<file path="src/rtl/demux16_deser.sv">
// demux16_deser: receive end of the 16:1 select-scan serial path.
// Steers one valid bit per cycle into a 16-slot word and strobes it out.
module demux16_deser (
    input  logic        clk,
    input  logic        rst,
    input  logic        in,
    input  logic        in_valid,
    input  logic        sync,
    output logic [0:15] out,
    output logic        out_valid,
    output logic [0:3]  sel,
    output logic        frame_err
);

    logic [0:15] stage;

    always_ff @(posedge clk or posedge rst) begin
        if (rst) begin
            stage     <= '0;
            sel       <= '0;
            out       <= '0;
            out_valid <= 1'b0;
            frame_err <= 1'b0;
        end else begin
            out_valid <= 1'b0;
            frame_err <= 1'b0;
            if (in_valid) begin
                if (sync) begin
                    // a sync restarts the frame; any partial word is dropped
                    stage[0]  <= in;
                    sel       <= 4'd1;
                    frame_err <= (sel != 4'd0);
                end else begin
                    stage[sel] <= in;
                    sel        <= sel + 4'd1;
                    if (sel == 4'd15) begin
                        out       <= {stage[0:14], in};
                        out_valid <= 1'b1;
                    end
                end
            end
        end
    end

endmodule
</file>
<file path="config.mk">
export PLATFORM = sky130hd
export DESIGN_NAME = demux16_deser
export DESIGN_NICKNAME = d
export VERILOG_FILES = /design/src/rtl/demux16_deser.sv
export SDC_FILE = /design/constraint.sdc
export NUM_CORES = 1
export LEC_CHECK = 0
export CAP_MARGIN = 20
export CORE_MARGIN = 5
export CORE_UTILIZATION = 47
export DETAILED_ROUTE_END_ITERATION = 7
export HOLD_SLACK_MARGIN = 0.03
export PLACE_DENSITY = 0.74
export SETUP_SLACK_MARGIN = 0.1
export SLEW_MARGIN = 10
export SYNTH_ARGS = -nofsm -noshare
export SYNTH_HDL_FRONTEND = slang
export SYNTH_SLANG_ARGS = --single-unit
</file>
<file path="constraint.sdc">
create_clock -name clk -period 1.6 [get_ports clk]
set_clock_uncertainty 0.05 [all_clocks]
set_input_delay 0.32 -clock clk [delete_from_list [all_inputs] [get_ports clk]]
set_output_delay 0.32 -clock clk [all_outputs]
set_load 0.02 [all_outputs]
</file>
After elaboration in Yosys (flattened, before gate mapping)
Index checks and enable logic that the tools add are counted.
Operators by class
  muxes and demuxes: 10
  $mul: 0
  divide/modulo/power cells: 0
  order comparisons: 2
  add/sub/neg operators: 1
  reductions and logical operators: 4
  bitwise logic cells: 2
  shifts and indexed selects: 0
  eq/ne operators: 1
Operators with widths (number)
  $bwmux 16: 1
  $mux 1: 7
  $ge 5x5->1 const B: 1
  $lt 5x1->1 const B: 1
  $not 4->5: 1
  $add 4x1->4 const B: 1
  $demux 1 s4: 1
  $eq 4x4->1 const B: 1
  $mux 4: 1
  $reduce_bool 4->1: 1
  $reduce_and 3->1: 1
  $reduce_and 2->1: 1
  $logic_and 1x1->1: 1
  $not 1->1: 1
Storage, ports and cells
  word-level logic and storage cells: 26
  memories: 0
  bits in read-only memories: 0
  bits in registers: 38
  bits in writable memories: 0
  output and inout port bits: 22
  input bits: 5
  bits in latches: 0

Logic depth before layout (Yosys ltp)
Gate-level depths: netlist of the first run.
  depth after elaboration: 7
  mapped depth: 5
  mapped depth without buffers: 5

Worst setup path before layout of the first run
Ideal clock, no wire load.
  path type: register -> register
  start: register sel[3] in the netlist's numbering
  end: register out[10] in the netlist's numbering
  period minus slack after synthesis: 1692 ps
  data required time: 1425 ps
  path buffers: 1
  stages on the path, launching flop included: 6
  library setup time: 125 ps
  setup slack: -92 ps
  arrival time: 1517 ps
  cells stage by stage: dfrtp_1 -> ha_1 -> nand3b_4 -> nor2_8 -> buf_12 -> mux2_4
On the way
  longest elaborated chain between the ends: 2
RTL lines
  from (decl): line 11  | output logic [0:3] sel,
  from (signal assigned): line 35  | sel <= sel + 4'd1;
  $eq 4x4->1: line 36  | if (sel == 4'd15) begin
  $reduce_and 3->1 (no source line)
  to (signal assigned): line 37  | out <= {stage[0:14], in};
  to (decl): line 9  | output logic [0:15] out,
Every way passes these cells.
A chain may end at the register's enable or synchronous reset.

Worst setup path in the final report of the first run
  start: register sel[3] in the netlist's numbering
  end: register stage[1] in the netlist's numbering
On the way
  longest elaborated chain between the ends: 6
  elaborated cells on any way between the ends: 7
  those cells by class: order compare: 2; mux: 3; bitwise: 1; reduce/logical: 1
RTL lines
  $not 4->5 (implied by the code) *: line 34  | stage[sel] <= in;
  $ge 5x5->1 (implied by the code) / $lt 5x1->1 (equally long branches): line 34
  $logic_and 1x1->1 (implied by the code): line 34
  $mux 1 (implied by the code): line 34
  $demux 1 s4 *: line 34
  $bwmux 16 *: line 34
  to (signal, indexed assignment): line 34
  to (decl): line 15  | logic [0:15] stage;
Mark *: on every way between the ends. The rest lies on a longest branch, timed or not.

==> results.yml, run 1 <==
sta:
  min_period_over_period: 0.978
  rsz0062_at_grt: "yes"
  min_period_ns: 1.57
  relSlewSlack: 0.827
  setup_violations: 0
  tightest_slew_ns: 0.259
  hold_viol_final: 0
  fmaxAchievable_mhz: 639
  whs_ns: 0.250
  slew_viol_final: 0
yosys:
  ys_seq_area_frac: 0.556
  ys_types: 27
  ys_ff_latch: 37
  syn_area_sq_mm: 0.00167
  synthCells: 121
  syn_nets: 130
  yosysWarnings: 0
  avgSynthCellArea_sq_um: 13.8
power:
  leakagePower_nw: 1.17
  ir_drop_mv: 0.869
  power.density_mw_per_mm2: 1190
layout:
  fin_util: 0.682
  fillerInstances: 241
  fin_nets: 176
  regArea_sq_um: 928
  area_growth_syn_to_layout_pct: 38.8
  antennaDiodeCount: 0
  multiInputGateArea_sq_um: 805
  drive_gt1_frac: 0.476
clocking:
  cts_sinks: 37
  cts-root-buf: "clkbuf_4"
  cts_tree: "yes"
  cts.clk_slew.worst_paths_ns: 0.12
  clockBufferDepth: 2
  clock_latency_ns: 0.35
  htreeDepth: 2
  cts_buffers: 5
global_routing:
  grt_pass1_wl_um: 5600
  grt_pass1_vias: 1167
  grt.total_usage: 0.147
  grt_max_degree: 20
  antenna_found_initial: 0
  grt_remaining_overflow: 0
setup_path:
  r2r_start: "sel[3]"
  cpMostUsedCell: "buf_6"
  cp-start-kind: "flop"
  crit_path_end_kind: "flop"
  timing.rr.end: "stage[1]"
  path_class: "flop to flop"
  path_delay_family: "flip-flops"
  cp_slowest_cell: "dfrtp_2"
  crit_arrival_ns: 1.75
  ff2ff_path_depth: 6
  cpPeakStageDelay_ns: 0.42
  crit_chain: "buf_6 > buf_6 > ha_4 > nand3b_1 > nor3_2 > mux2_4"
  path_buf_inv: 2
  crit_fanout: 4
  required_ns: 1.78
  ff2ff_setup_slack_ns: 0.03
die:
  fp.coreArea_sq_mm: 0.00339
  start_util: 0.491
  die_w_um: 69.5
  row_count: 21
  pin_count: 27
  dieArea_sq_mm: 0.00483
  die_h_um: 69.5
drt:
  wl_per_cell_um: 15.5
  vias_per_cell: 5.03
  num_vias: 1076
  routed_wirelength_um: 3310
  first_pass_iters: 4
  antenna_left: 0
  drt_iter0_markers: 35
  drc: 0
place:
  dpl.hpwl_um: 2280
  port_buffers: 26
  place_congestion: 0.817
worst_hold_path:
  min_path_type: "primary input to asynchronous set/reset pin"
run:
  maxCapViolations: 0
outcome:
  outcome: "finished, final reports clean"
-- registers in the layout, indices dropped and copies added, names as in the netlist --
signal     flops
out           16
stage         15
sel            4
frame_err      1
out_valid      1
-- worst reg2reg max path: stages (launching register included) --
cell and delay, ns:
dfrtp_2 0.42, buf_6 0.11, buf_6 0.09, ha_4 0.10, nand3b_1 0.16, nor3_2 0.20, mux2_4 0.32
-- routing by layer --
layer | part of all wire | GRT usage | vias up
li1 | - | - | 498
met1 | 0.42 | 0.162 | 539
met2 | 0.51 | 0.261 | 30
met3 | 0.050 | 0.0391 | 9
met4 | 0.020 | 0.0651 | 0
met5 | 0 | 0 | -
-- how the worst max path moves through the flow --
stage                     slack [ns]       end      from  cells after the start
after floorplan                 0.06   out[10]    sel[3]                      5
final                           0.03  stage[1]    sel[3]                      6
after CTS                      0.009    out[5]    sel[2]                      6
after global routing           -0.02  stage[2]    sel[3]                      5
after detailed placement       -0.34  stage[7]  in_valid                      5
after global placement         -0.27  stage[7]  in_valid                      5
-- per-stage QoR --
step           TNS (ns)  instances  setup slack, ns  total power [mW]  area (sq um)
6_report              0        214           0.0345              2.74          2310
5_1_grt          -0.216        214          -0.0215              2.88          2310
4_1_cts               0        214          0.00890              2.73          2300
3_5_place_dp      -7.41        202           -0.344              1.97          2080
3_3_place_gp      -6.68        202           -0.267              1.93          2080
2_1_floorplan         0        121           0.0609              1.69          1680
-- kinds of logic (layout without fill, tap and decap cells) --
group | Yosys count | in the layout | synth area share
DFF | 37 | 37 | 0.556
muxes | 33 | 33 | 0.243
and+or+nand+nor | 31 | 31 | 0.110
buffers and inverters | 11 | 58 | 0.0443
AOI/OAI and AO/OA | 5 | 5 | 0.0173
adders and majority gates | 4 | 4 | 0.0301
-- area by class of cell --
| type | instances | share of cell area |
|---|---|---|
| Multi-Input combinational cell | 73 | 0.348 |
| Tap cell | 46 | 0.0249 |
| Clock inverter | 2 | 0.0162 |
| Clock buffer | 6 | 0.0222 |
| Timing Repair Buffer | 45 | 0.179 |
| Sequential cell | 37 | 0.402 |
| Inverter | 5 | 0.00812 |
-- synthesized netlist by cell type (all sizes together) --
cell type / instances / area, sq um
dfrtp: 37 / 926
mux2: 32 / 394
nor2: 14 / 68.8
buf: 6 / 55.0
inv: 5 / 18.8
ha: 4 / 50.1
nand2: 4 / 17.5
nand3b: 4 / 42.5
nor3: 3 / 15.0
o22ai: 3 / 18.8
nand2b: 2 / 12.5
a21oi: 1 / 5.00
and2b: 1 / 7.51
mux2i: 1 / 10.0
nand3: 1 / 5.00
nor2b: 1 / 6.26
nor3b: 1 / 7.51
o21ai: 1 / 5.00
-- layout by cell type (no fill, tap or decap), drive strengths merged --
cell           Yosys  final
dfrtp             37     37
mux2              32     32
buf                6     21
dlygate4sd2        0     18
nor2              14     14
clkbuf             0      6
inv                5      5
clkdlybuf4s50      0      4
nand3b             4      4
nand2              4      4
ha                 4      4
nor3               3      3
o22ai              3      3
clkdlybuf4s15      0      2
nand2b             2      2
nor3b              1      1
and2b              1      1
a21oi              1      1
o21ai              1      1
nor2b              1      1
nand3              1      1
mux2i              1      1
bufinv             0      1
clkinvlp           0      1
-- power breakdown --
| group | leakage (nW) | internal (mW) | total, mW | switching [mW] |
|---|---|---|---|---|
| logic | 0.636 | 0.422 | 0.781 | 0.359 |
| registers | 0.491 | 1.14 | 1.27 | 0.132 |
| clock network | 0.0445 | 0.371 | 0.685 | 0.314 |
| total | 1.17 | 1.93 | 2.74 | 0.805 |
-- what timing repair did --
item / 4_1_cts / 5_1_grt
pin swaps: 8 / 7
endpoints found under the setup margin: 51 / 35
resized for setup: 58 / 10
buffers inserted: 4 / 0
cloned: 0 / 0
hold buffers: 0 / 0
Note: power is estimated with default switching activity, not from simulation.
==> run 2, diff against run 1 <==
==> constraint.sdc (replaced) <==
create_clock -name clk -period 1.6 [get_ports clk]
set_clock_uncertainty 0.05 [all_clocks]
set_input_delay 0.32 -clock clk [delete_from_list [all_inputs] [get_ports clk]]
set_output_delay 0.32 -clock clk [all_outputs]
set_load 0.01 [all_outputs]
==> results.yml, run 2 (synthesized netlist as in run 1, its figures left out) <==
outcome:
  outcome: "finished with violations"
  violations: "negative setup slack"
sta:
  slew_viol_final: 0
  hold_viol_final: 0
  min_period_over_period: 1.03
  relSlewSlack: 0.830
  setup_violations: 11
  setup_slack_ns: -0.0456
  whs_ns: 0.266
  fmaxAchievable_mhz: 608
  min_period_ns: 1.65
  fin_setup_tns_ns: -0.327
  tightest_slew_ns: 0.254
  rsz0062_at_grt: "yes"
setup_path:
  crit_arrival_ns: 1.83
  cp-start-kind: "flop"
  crit_fanout: 5
  ff2ff_setup_slack_ns: -0.05
  path_class: "flop to flop"
  required_ns: 1.78
  crit_path_end_kind: "flop"
clocking:
  clockBufferDepth: 2
  clock_latency_ns: 0.34
  cts-root-buf: "clkbuf_4"
  cts_sinks: 37
  cts_buffers: 5
  cts_tree: "yes"
  htreeDepth: 2
  cts.clk_slew.worst_paths_ns: 0.11
  hold_buffers: 0
die:
  fp.coreArea_sq_mm: 0.00339
  die_w_um: 69.5
  start_util: 0.491
  pin_count: 27
  die_h_um: 69.5
  dieArea_sq_mm: 0.00483
  row_count: 21
global_routing:
  grt.total_usage: 0.157
  grt_pass1_vias: 1199
  grt_remaining_overflow: 0
  antenna_found_initial: 0
  grt_pass1_wl_um: 5940
  grt_max_degree: 38
power:
  p_switching_mw: 0.772
  p_int_mw: 2.00
  switching_share: 0.279
  ir_drop_mv: 0.727
  pwr-share-comb: 0.300
  seqPwrFrac: 0.458
  leakagePower_nw: 1.22
  clock_power_share: 0.242
  power.density_mw_per_mm2: 1140
drt:
  wl_per_cell_um: 16.1
  first_pass_iters: 4
  antenna_left: 0
  vias_per_cell: 5.06
  drt_iter0_markers: 78
  routed_wirelength_um: 3510
  num_vias: 1103
  drc: 0
place:
  port_buffers: 26
  dpl.hpwl_um: 2130
  place_congestion: 0.774
  post-place-cells: 197
layout:
  drive_gt1_frac: 0.523
  final_cells: 218
  antennaDiodeCount: 0
  largest_register_ff_count: 16
  final_cell_mix: "34 x dfrtp_1, 30 x mux2_4, 21 x dlygate4sd2_1"
  area_growth_syn_to_layout_pct: 46.1
  fin_nets: 180
  fillerInstances: 247
  regMostFlops: "out"
  reg_top3: "out: 16 flops, stage: 15 flops, sel: 4 flops"
  final_common_cell: "dfrtp_1"
worst_hold_path:
  min_path_type: "primary input to asynchronous set/reset pin"
run:
  maxCapViolations: 0
run 2: cell types whose count changed in the layout (fill, tap and decap cells not counted), sizes merged:
cell	before	now
buf	21	23
clkbuf	6	8
clkinvlp	1	0
clkdlybuf4s15	2	0
dlygate4sd2	18	21
run 2: path summary, 6_finish.rpt:
kind | startpoint | end | depth (start not counted)
setup / recovery | sel[2] | out[12] | 7
hold / removal | rst | sel[3] | 3
setup reg to reg | sel[2] | out[12] | 7
hold reg to reg | out[2] | out[2] | 1
max in group asynchronous | rst | sel[1] | 3
min in group clk | out[2] | out[2] | 1
run 2: repair_timing:
action | CTS | global route
setup endpoints to repair | 48 | 32
gates cloned | 1 | 0
buffers inserted | 10 | 4
gates resized for setup | 74 | 10
pin swaps | 11 | 13
run 2: through the flow:
stage               cell area [sq um]   util  power [mW]  setup WS, ns
detailed placement               2060  0.606        1.89        -0.257
global placement                 2060  0.606        1.87        -0.242
floorplan                        1680      -        1.64         0.104
finish                           2430  0.718        2.77       -0.0456
global route                     2430  0.718        2.91       -0.0917
CTS                              2380  0.703        2.74      -0.00267
run 2: power by group through the flow:
stage / Sequential [mW] / Clock [mW] / Combinational [mW]
2_1_floorplan: 1.28 / 0 / 0.360
4_1_cts: 1.26 / 0.689 / 0.782
6_report: 1.27 / 0.672 / 0.831
5_1_grt: 1.29 / 0.734 / 0.882
3_3_place_gp: 1.29 / 0 / 0.581
3_5_place_dp: 1.29 / 0 / 0.599
run 2: area by class of cell:
type / instances / area (sq um) / share of cell area
flip-flops and latches: 37 / 930 / 0.382
well taps: 46 / 57.6 / 0.0237
clock buffers: 7 / 55.1 / 0.0226
clock inverters: 1 / 30.0 / 0.0123
inverters: 5 / 26.3 / 0.0108
multi-input cells: 73 / 862 / 0.354
repair buffers: 49 / 473 / 0.194
run 2: per-layer routing:
layer | track usage | vias to the layer above | wire [um]
li1 | - | 514 | -
met2 | 0.264 | 28 | 1780
met1 | 0.187 | 556 | 1520
met4 | 0.0499 | 0 | 39
met5 | 0 | - | 0
met3 | 0.0536 | 5 | 169
run 2: critical path, cell delays in order (launching register included):
cell,delay [ns]
dfrtp_2,0.42
buf_6,0.12
ha_4,0.14
nand3b_4,0.12
nor2_8,0.16
buf_6,0.12
buf_12,0.11
mux2_4,0.30
